File: src/rtl/if_queue_if.sv
`default_nettype none
// ============================================================================
//  Module   : if_queue_if
//  Purpose  : Handshake bundle between the fetch stage, the instruction queue
//             and the decode stage.
//  Ports    : none (signal container)
//     flush                     - discard all queued entries
//     in_valid/in_pc/in_instr   - fetch stage presents an instruction
//     in_ready                  - queue accepts an entry this cycle
//     out_valid/out_pc/out_instr- head entry of the queue
//     out_ready                 - decode stage consumes the head entry
//     count                     - current occupancy, 0..DEPTH
//  Modports : slave  - the queue itself
//             master - the producer/consumer side driving the queue
//  Revision : 1.0 - initial release
// ============================================================================
interface if_queue_if #(
   parameter int DEPTH = 4,
   parameter int CW    = $clog2(DEPTH) + 1
) ();
   logic          flush;
   logic          in_valid;
   logic [63:0]   in_pc;
   logic [31:0]   in_instr;
   logic          in_ready;
   logic          out_valid;
   logic [63:0]   out_pc;
   logic [31:0]   out_instr;
   logic          out_ready;
   logic [CW-1:0] count;

   modport slave (
      input  flush,
      input  in_valid,
      input  in_pc,
      input  in_instr,
      output in_ready,
      output out_valid,
      output out_pc,
      output out_instr,
      input  out_ready,
      output count
   );

   modport master (
      output flush,
      output in_valid,
      output in_pc,
      output in_instr,
      input  in_ready,
      input  out_valid,
      input  out_pc,
      input  out_instr,
      output out_ready,
      input  count
   );
endinterface : if_queue_if
`default_nettype wire

File: src/rtl/if_queue.sv
`default_nettype none
// ============================================================================
//  Module   : if_queue
//  Purpose  : Instruction fetch queue. Circular FIFO of {pc, instr} entries
//             with a write pointer, read pointer and occupancy counter.
//             One cycle latency from enqueue to visibility; ready/valid are
//             decoded from registered occupancy only.
//  Ports    : clk - rising-edge clock
//             rst - asynchronous reset, active low
//             q   - if_queue_if.slave handshake bundle
//  Revision : 1.0 - initial release
// ============================================================================
module if_queue #(
   parameter int DEPTH = 4,
   parameter int CW    = $clog2(DEPTH) + 1
) (
   input  wire logic clk,
   input  wire logic rst,
   if_queue_if.slave q
);

   localparam int c_AW = $clog2(DEPTH);

   logic [c_AW-1:0] r_wr_ptr;
   logic [c_AW-1:0] r_rd_ptr;
   logic [CW-1:0]   r_count;

   // Storage is deliberately left un-reset; nothing reads it while empty.
   logic [63:0]     r_mem_pc    [DEPTH];
   logic [31:0]     r_mem_instr [DEPTH];

   logic            w_in_ready;
   logic            w_out_valid;
   logic            w_enq;
   logic            w_deq;

   assign w_in_ready  = (r_count != CW'(DEPTH));
   assign w_out_valid = (r_count != '0);

   // Flush suppresses both transfers so the counter and pointers see a clean
   // clear with no side effect from that cycle's handshakes.
   assign w_enq = q.in_valid  & w_in_ready  & ~q.flush;
   assign w_deq = w_out_valid & q.out_ready & ~q.flush;

   // Pointers wrap naturally since DEPTH is a power of two.
   always_ff @(posedge clk or negedge rst) begin
      if (!rst) begin
         r_wr_ptr <= '0;
         r_rd_ptr <= '0;
         r_count  <= '0;
      end else if (q.flush) begin
         r_wr_ptr <= '0;
         r_rd_ptr <= '0;
         r_count  <= '0;
      end else begin
         if (w_enq) begin
            r_wr_ptr <= r_wr_ptr + c_AW'(1);
         end
         if (w_deq) begin
            r_rd_ptr <= r_rd_ptr + c_AW'(1);
         end
         if (w_enq && !w_deq) begin
            r_count <= r_count + CW'(1);
         end else if (w_deq && !w_enq) begin
            r_count <= r_count - CW'(1);
         end
      end
   end

   always_ff @(posedge clk) begin
      if (w_enq) begin
         r_mem_pc[r_wr_ptr]    <= q.in_pc;
         r_mem_instr[r_wr_ptr] <= q.in_instr;
      end
   end

   assign q.in_ready  = w_in_ready;
   assign q.out_valid = w_out_valid;
   assign q.out_pc    = r_mem_pc[r_rd_ptr];
   assign q.out_instr = r_mem_instr[r_rd_ptr];
   assign q.count     = r_count;

endmodule : if_queue
`default_nettype wire

File: src/flat_wrapper.sv
// flat-port wrapper written by rule: the top's interface ports become plain ports
module if_queue_flat 
#(
   parameter int DEPTH = 4,
   parameter int CW    = $clog2(DEPTH) + 1
)
  (clk, rst, q_flush, q_in_valid, q_in_pc, q_in_instr, q_in_ready, q_out_valid, q_out_pc, q_out_instr, q_out_ready, q_count);
  if_queue_if #(.DEPTH(DEPTH), .CW(CW)) q_i ();
  input  wire logic clk;
  input  wire logic rst;
  input wire logic [$bits(q_i.flush)-1:0] q_flush;
  input wire logic [$bits(q_i.in_valid)-1:0] q_in_valid;
  input wire logic [$bits(q_i.in_pc)-1:0] q_in_pc;
  input wire logic [$bits(q_i.in_instr)-1:0] q_in_instr;
  output wire logic [$bits(q_i.in_ready)-1:0] q_in_ready;
  output wire logic [$bits(q_i.out_valid)-1:0] q_out_valid;
  output wire logic [$bits(q_i.out_pc)-1:0] q_out_pc;
  output wire logic [$bits(q_i.out_instr)-1:0] q_out_instr;
  input wire logic [$bits(q_i.out_ready)-1:0] q_out_ready;
  output wire logic [$bits(q_i.count)-1:0] q_count;
  assign q_i.flush = q_flush;
  assign q_i.in_valid = q_in_valid;
  assign q_i.in_pc = q_in_pc;
  assign q_i.in_instr = q_in_instr;
  assign q_in_ready = q_i.in_ready;
  assign q_out_valid = q_i.out_valid;
  assign q_out_pc = q_i.out_pc;
  assign q_out_instr = q_i.out_instr;
  assign q_i.out_ready = q_out_ready;
  assign q_count = q_i.count;
  if_queue #(.DEPTH(DEPTH), .CW(CW)) u_core (.clk(clk), .rst(rst), .q(q_i));
endmodule
File: config.mk
export PLATFORM = sky130hd
export DESIGN_NAME = if_queue_flat
export DESIGN_NICKNAME = d
export VERILOG_FILES = /design/src/rtl/if_queue_if.sv /design/src/rtl/if_queue.sv /design/src/flat_wrapper.sv
export SDC_FILE = /design/constraint.sdc
export NUM_CORES = 1
export LEC_CHECK = 0
export ABC_CLOCK_PERIOD_IN_PS = 5800
export BUFFER_PORTS_ARGS = -buffer_cell sky130_fd_sc_hd__clkbuf_2
export CORE_MARGIN = 1.5
export CORE_UTILIZATION = 50
export CTS_CLUSTER_DIAMETER = 50
export DETAILED_ROUTE_END_ITERATION = 10
export PLACE_DENSITY = 0.71
export REMOVE_ABC_BUFFERS = 1
export SYNTH_ARGS = -nofsm -noshare
export SYNTH_HDL_FRONTEND = slang
export SYNTH_SLANG_ARGS = --single-unit
File: constraint.sdc
create_clock -name clk -period 5.8 [get_ports clk]
set_clock_uncertainty 0.15 [all_clocks]
set_input_delay 0 -clock clk [delete_from_list [all_inputs] [get_ports clk]]
set_output_delay 0 -clock clk [all_outputs]
set_load 0.01 [all_outputs]
## Yosys cells after proc, flatten, opt, wreduce, memory -nomap -nowiden

Memory sizes are Yosys's and may differ from the RTL's.
Cells that the tools add are included.

- Add/sub/neg operators: 4
- Equality and inequality tests: 1
- Muxes and demuxes: 9
- Bitwise logic cells: 5
- Reduce and logical (&&, ||, !) cells: 8

Operator list:

| cell | number |
|---|---|
| $mux W3 | 3 |
| $mux W2 | 4 |
| $reduce_bool A3 Y1 | 2 |
| $add A2 B1 Y2 const B | 2 |
| $and A1 B1 Y1 | 4 |
| $reduce_bool A2 Y1 | 2 |
| $add A3 B1 Y3 const B | 1 |
| $ne A3 B3 Y1 const B | 1 |
| $sub A3 B1 Y3 const B | 1 |
| $logic_and A1 B1 Y1 | 2 |
| $logic_not A1 Y1 | 2 |
| $mux W1 | 2 |
| $not A1 Y1 | 1 |

- Flip-flop bits (word level): 7
- Bits in writable memories: 384
- Input port bits: 101
- Word-level logic and storage cells: 32
- Memories kept: 2

Memory list:

| name | words | width | read ports | clocked after memory_dff | write ports | RTL line | source |
|---|---|---|---|---|---|---|---|
| u_core.r_mem_pc | 4 | 64 | 1 | 0 | 1 | if_queue.sv:29 | `logic [63:0] r_mem_pc [DEPTH];` |
| u_core.r_mem_instr | 4 | 32 | 1 | 0 | 1 | if_queue.sv:30 | `logic [31:0] r_mem_instr [DEPTH];` |

## Depth between registers and ports, before layout

- Word-level depth: 8
- Mapped depth: 8
- Mapped depth without buffers: 7

## Least setup slack after synthesis

Ideal clock, no wire load.

- Path type: flip-flop to flip-flop
- From: reg u_core.r_count[2] (netlist: u_core.q.count[2])
- To: mem u_core.r_mem_instr[0][0] (enable)
- Library setup time: 0.466 ns
- Data arrival time: 3.186 ns
- Slack: 1.998 ns
- Stages on the path, launching flop included: 5
- Path buffers: 1
- Clock period less this slack: 3.802 ns
- Cells stage by stage: dfrtp_1 > buf_6 > nor3b_1 > inv_1 > and3_1

- Cells in the longest elaborated chain, start to end: 5

RTL lines:

| what | RTL line | source |
|---|---|---|
| from (decl) | if_queue.sv:26 | `logic [CW-1:0] r_count;` |
| from (signal assigned) | if_queue.sv:63 | `r_count <= r_count + CW'(1);` |
| from (signal assigned) | if_queue.sv:65 | `r_count <= r_count - CW'(1);` |
| $ne A3 B3 Y1 | if_queue.sv:37 | `assign w_in_ready = (r_count != CW'(DEPTH));` |
| named net q_in_ready | flat_wrapper.sv:15 | `output wire logic [$bits(q_i.in_ready)-1:0] q_in_ready;` |
| $and A1 B1 Y1 (2 in a row) | if_queue.sv:42 | `assign w_enq = q.in_valid & w_in_ready & ~q.flush;` |
| $mux W1 | if_queue.sv:71 | `if (w_enq) begin` |
| $mux W1 (implied by the code) | if_queue.sv:73 | `r_mem_instr[r_wr_ptr] <= q.in_instr;` |
| to (decl) | if_queue.sv:30 |  |

The timed path passes the listed nets, and every way through them passes these cells.

## Worst setup path after layout

- From: reg u_core.r_count[1] (netlist: u_core.q.count[1])
- To: reg u_core.r_count[1] (netlist: u_core.q.count[1])

- Cells in the longest elaborated chain, start to end: 7

RTL lines:

| what |
|---|
| parallel branches: the longest is 7 deep, another holds $sub A3 B1 Y3 |

Parallel ways; which one is timed is not known. The select of a mux whose other input is x is not followed.
A chain may end at the register's enable or synchronous reset.

==> reports/qor.yml <==
place_inst: 1123
yosys_register_bits: 391
ios: 202
clock_tree.buffer_depth: 3
grt_first_pass_wirelength_microns: 41600
cp_cell_sequence: "o31a_1 -> or3_1 -> inv_1 -> fa_1 -> a311oi_1 -> dlygate4sd3_1 -> o21ai_0 -> dlygate4sd3_1 -> a211oi_1 -> dlygate4sd3_1"
fin_tns_setup_ps: 0
worstPathRequired_ps: 6100
yosysWarnings: 0
syn_area_sq_um: 14300
synth_edf_count: 384
clk_latency_ps: 510
max_stage_delay_ps: 600
nets: 995
cp-startpoint: "u_core.q.count[1]"
cts.sinks: 391
reg2reg_from: "u_core.q.count[1]"
fp.dieH_microns: 172
power.density_nw_per_um2: 389
finalCritPeriodShare_pct: 74.2
gr-total-overflow: 0
synthCells: 563
synth_top_flop_cell: "edfxtp_1"
grt_use_total_pct: 19.1
syn_to_final_growth_pct: 25.1
cts_hold_buf: 105
initial_core_util_pct: 51.2
vias: 7039
core.rowCount: 61
worstMarginPinSlew_ps: 986
cts_resized: 0
fin_cells: 1292
slowest_stage: "dlygate4sd3_1"
fp.dieArea_sq_um: 29700
cp_max_fo: 6
outcome: "finished clean"
drv_cap: 0
finalSetupViolCount: 0
hold_viol: 0
root_buffer: "clkbuf_16"
report.final.slew_viol_count: 0
detail-route-antenna-nets: 0
leakagePower_uw: 0.00606
core_area_sq_um: 28000
htreeDepth: 2
wl_per_cell_microns: 21.3
die_w_microns: 172
avgSynthCellArea_sq_um: 25.5
cpMostUsedCell: "dlygate4sd3_1"
place.port_buffers: 201
min_path_type: "primary input to flip-flop"
detail_route.first_pass.iterations: 5
hp-start: "q_in_pc[52]"
grt_pass1_vias: 7489
synthArstFlopShare_pct: 1.79
cp_top_family: "buffers and inverters"
fmax_mhz: 232
cp-start-kind: "flip-flop"
clk_pin_slew_ps: 60
grt_start_max_net_pins: 64
worstSetupPathType: "flip-flop to flip-flop"
drtIter0Drc: 680
relSlewSlack_pct: 34.3
via_per_inst: 5.45
path_buf_inv: 4
drive_gt1_share_pct: 39.5
cts_buffers: 37
cts_setup_buffers: 0
yosys.cell_types.count: 30
grt_antenna_before_repair: 1
end_kind: "flip-flop"
ir_drop_uv: 235
cts_tree: "done"
gp_congestion: 0.774
routed_wirelength_microns: 27600
min_period_ps: 4310
fill_cells: 1902
p_total_uw: 6980
arrival_ps: 4610
dp_hpwl_microns: 16300
drc: 0
ys_seq_area_share_pct: 81.7
rrSetupSlack_ps: 1490
rsz0062_at_grt: "no"
registers in the layout (all words and copies together) (netlist names):
name                flops
u_core.q.count          3
u_core.r_mem_pc       256
u_core.r_wr_ptr         2
u_core.r_mem_instr    128
u_core.r_rd_ptr         2
area by class of cell:
class / instances / area [sq um] / area share [%]
multi-input cells: 140 / 2510 / 14.0
repair buffers: 313 / 2110 / 11.8
clock buffers: 44 / 952 / 5.31
inverters: 6 / 22.5 / 0.126
well taps: 378 / 473 / 2.64
flip-flops and latches: 391 / 11700 / 65.3
diodes: 1 / 2.50 / 0.0140
clock inverters: 19 / 144 / 0.803
Yosys cell counts, types with 3 or more instances:
master / number / area share (%)
clkbuf_1: 13 / 0.34
nand3_1: 3 / 0.10
nand2_1: 5 / 0.13
xnor2_1: 3 / 0.18
ha_1: 4 / 0.35
inv_1: 6 / 0.16
and3_1: 4 / 0.17
mux4_2: 97 / 15
edfxtp_1: 384 / 80
dfrtp_1: 7 / 1.2
buf_2: 8 / 0.28
buf_1: 4 / 0.10
nor2_1: 4 / 0.10
cell usage in the layout, fill, tap and decap left out:
cell type,synthesis,layout
edfxtp_1,384,384
clkbuf_2,0,201
clkinv_2,0,7
dfrtp_1,7,5
buf_4,0,7
clkbuf_1,13,7
o31a_1,1,1
nor2b_1,2,2
o2111ai_1,1,1
xnor2_1,3,3
and3_4,0,4
or3_1,2,2
nand3_1,3,3
o21ai_0,2,2
nor2_1,4,4
a211oi_1,1,1
nor3b_1,1,1
nor3_1,1,1
mux4_2,97,97
a21oi_1,2,2
inv_1,6,6
dlygate4sd3_1,0,105
clkinvlp_4,0,3
bufinv_16,0,2
diode_2,0,1
clkbuf_16,0,37
xor2_1,1,1
nand2_1,5,5
a311oi_1,1,1
nand2b_1,1,1
o21ai_2,1,1
clkinv_1,0,7
a21boi_0,1,1
fa_1,1,1
mux2i_1,1,1
dfrtp_4,0,2
ha_1,4,4
report_power, final:
group	internal, uW	total [uW]	switching [uW]
registers	3290	3420	132
logic	697	1360	664
clock network	1260	2200	945
worst paths after layout:
check / to / cells past startpoint
worst max-delay path: u_core.q.count[1] / 10
worst min-delay path: u_core.r_mem_pc[2][52] / 2
worst max register to register: u_core.q.count[1] / 10
worst min register to register: u_core.r_wr_ptr[1] / 2
max in group asynchronous: u_core.r_rd_ptr[0] / 3
min in group asynchronous: u_core.q.count[2] / 3
cells by family (layout without fill, tap and decap cells):
group           after synthesis  count (layout)  share of synthesized area (%)
simple gates                 23              23                          0.821
compound gates               10              10                          0.489
buf+inv                      32             382                          0.960
flops                       391             391                           81.7
other cells                   0               1                              0
xor+xnor                      4               4                          0.245
mux                          98              98                           15.3
fa+ha+maj                     5               5                          0.489
metrics by stage:
stage                     setup slack, ps  util [%]  cell area (sq um)  hold slack, ps
final                                1490      64.0              17900             102
after global routing                 1290      64.0              17900             112
after CTS                            1590      64.0              17900            91.6
after detailed placement             2830      56.3              15800            -296
after global placement               2950      56.3              15800            -306
after floorplan                      1180         -              14200            -446
routing by layer:
metal | vias to the layer above | track usage [%] | share of wire, %
li1 | 3065 | - | -
met1 | 3657 | 26.0 | 42
met2 | 267 | 30.8 | 49
met3 | 50 | 4.30 | 7.2
met4 | 0 | 6.31 | 2.3
met5 | - | 0 | 0
Note: power is estimated with default switching activity, not from simulation.
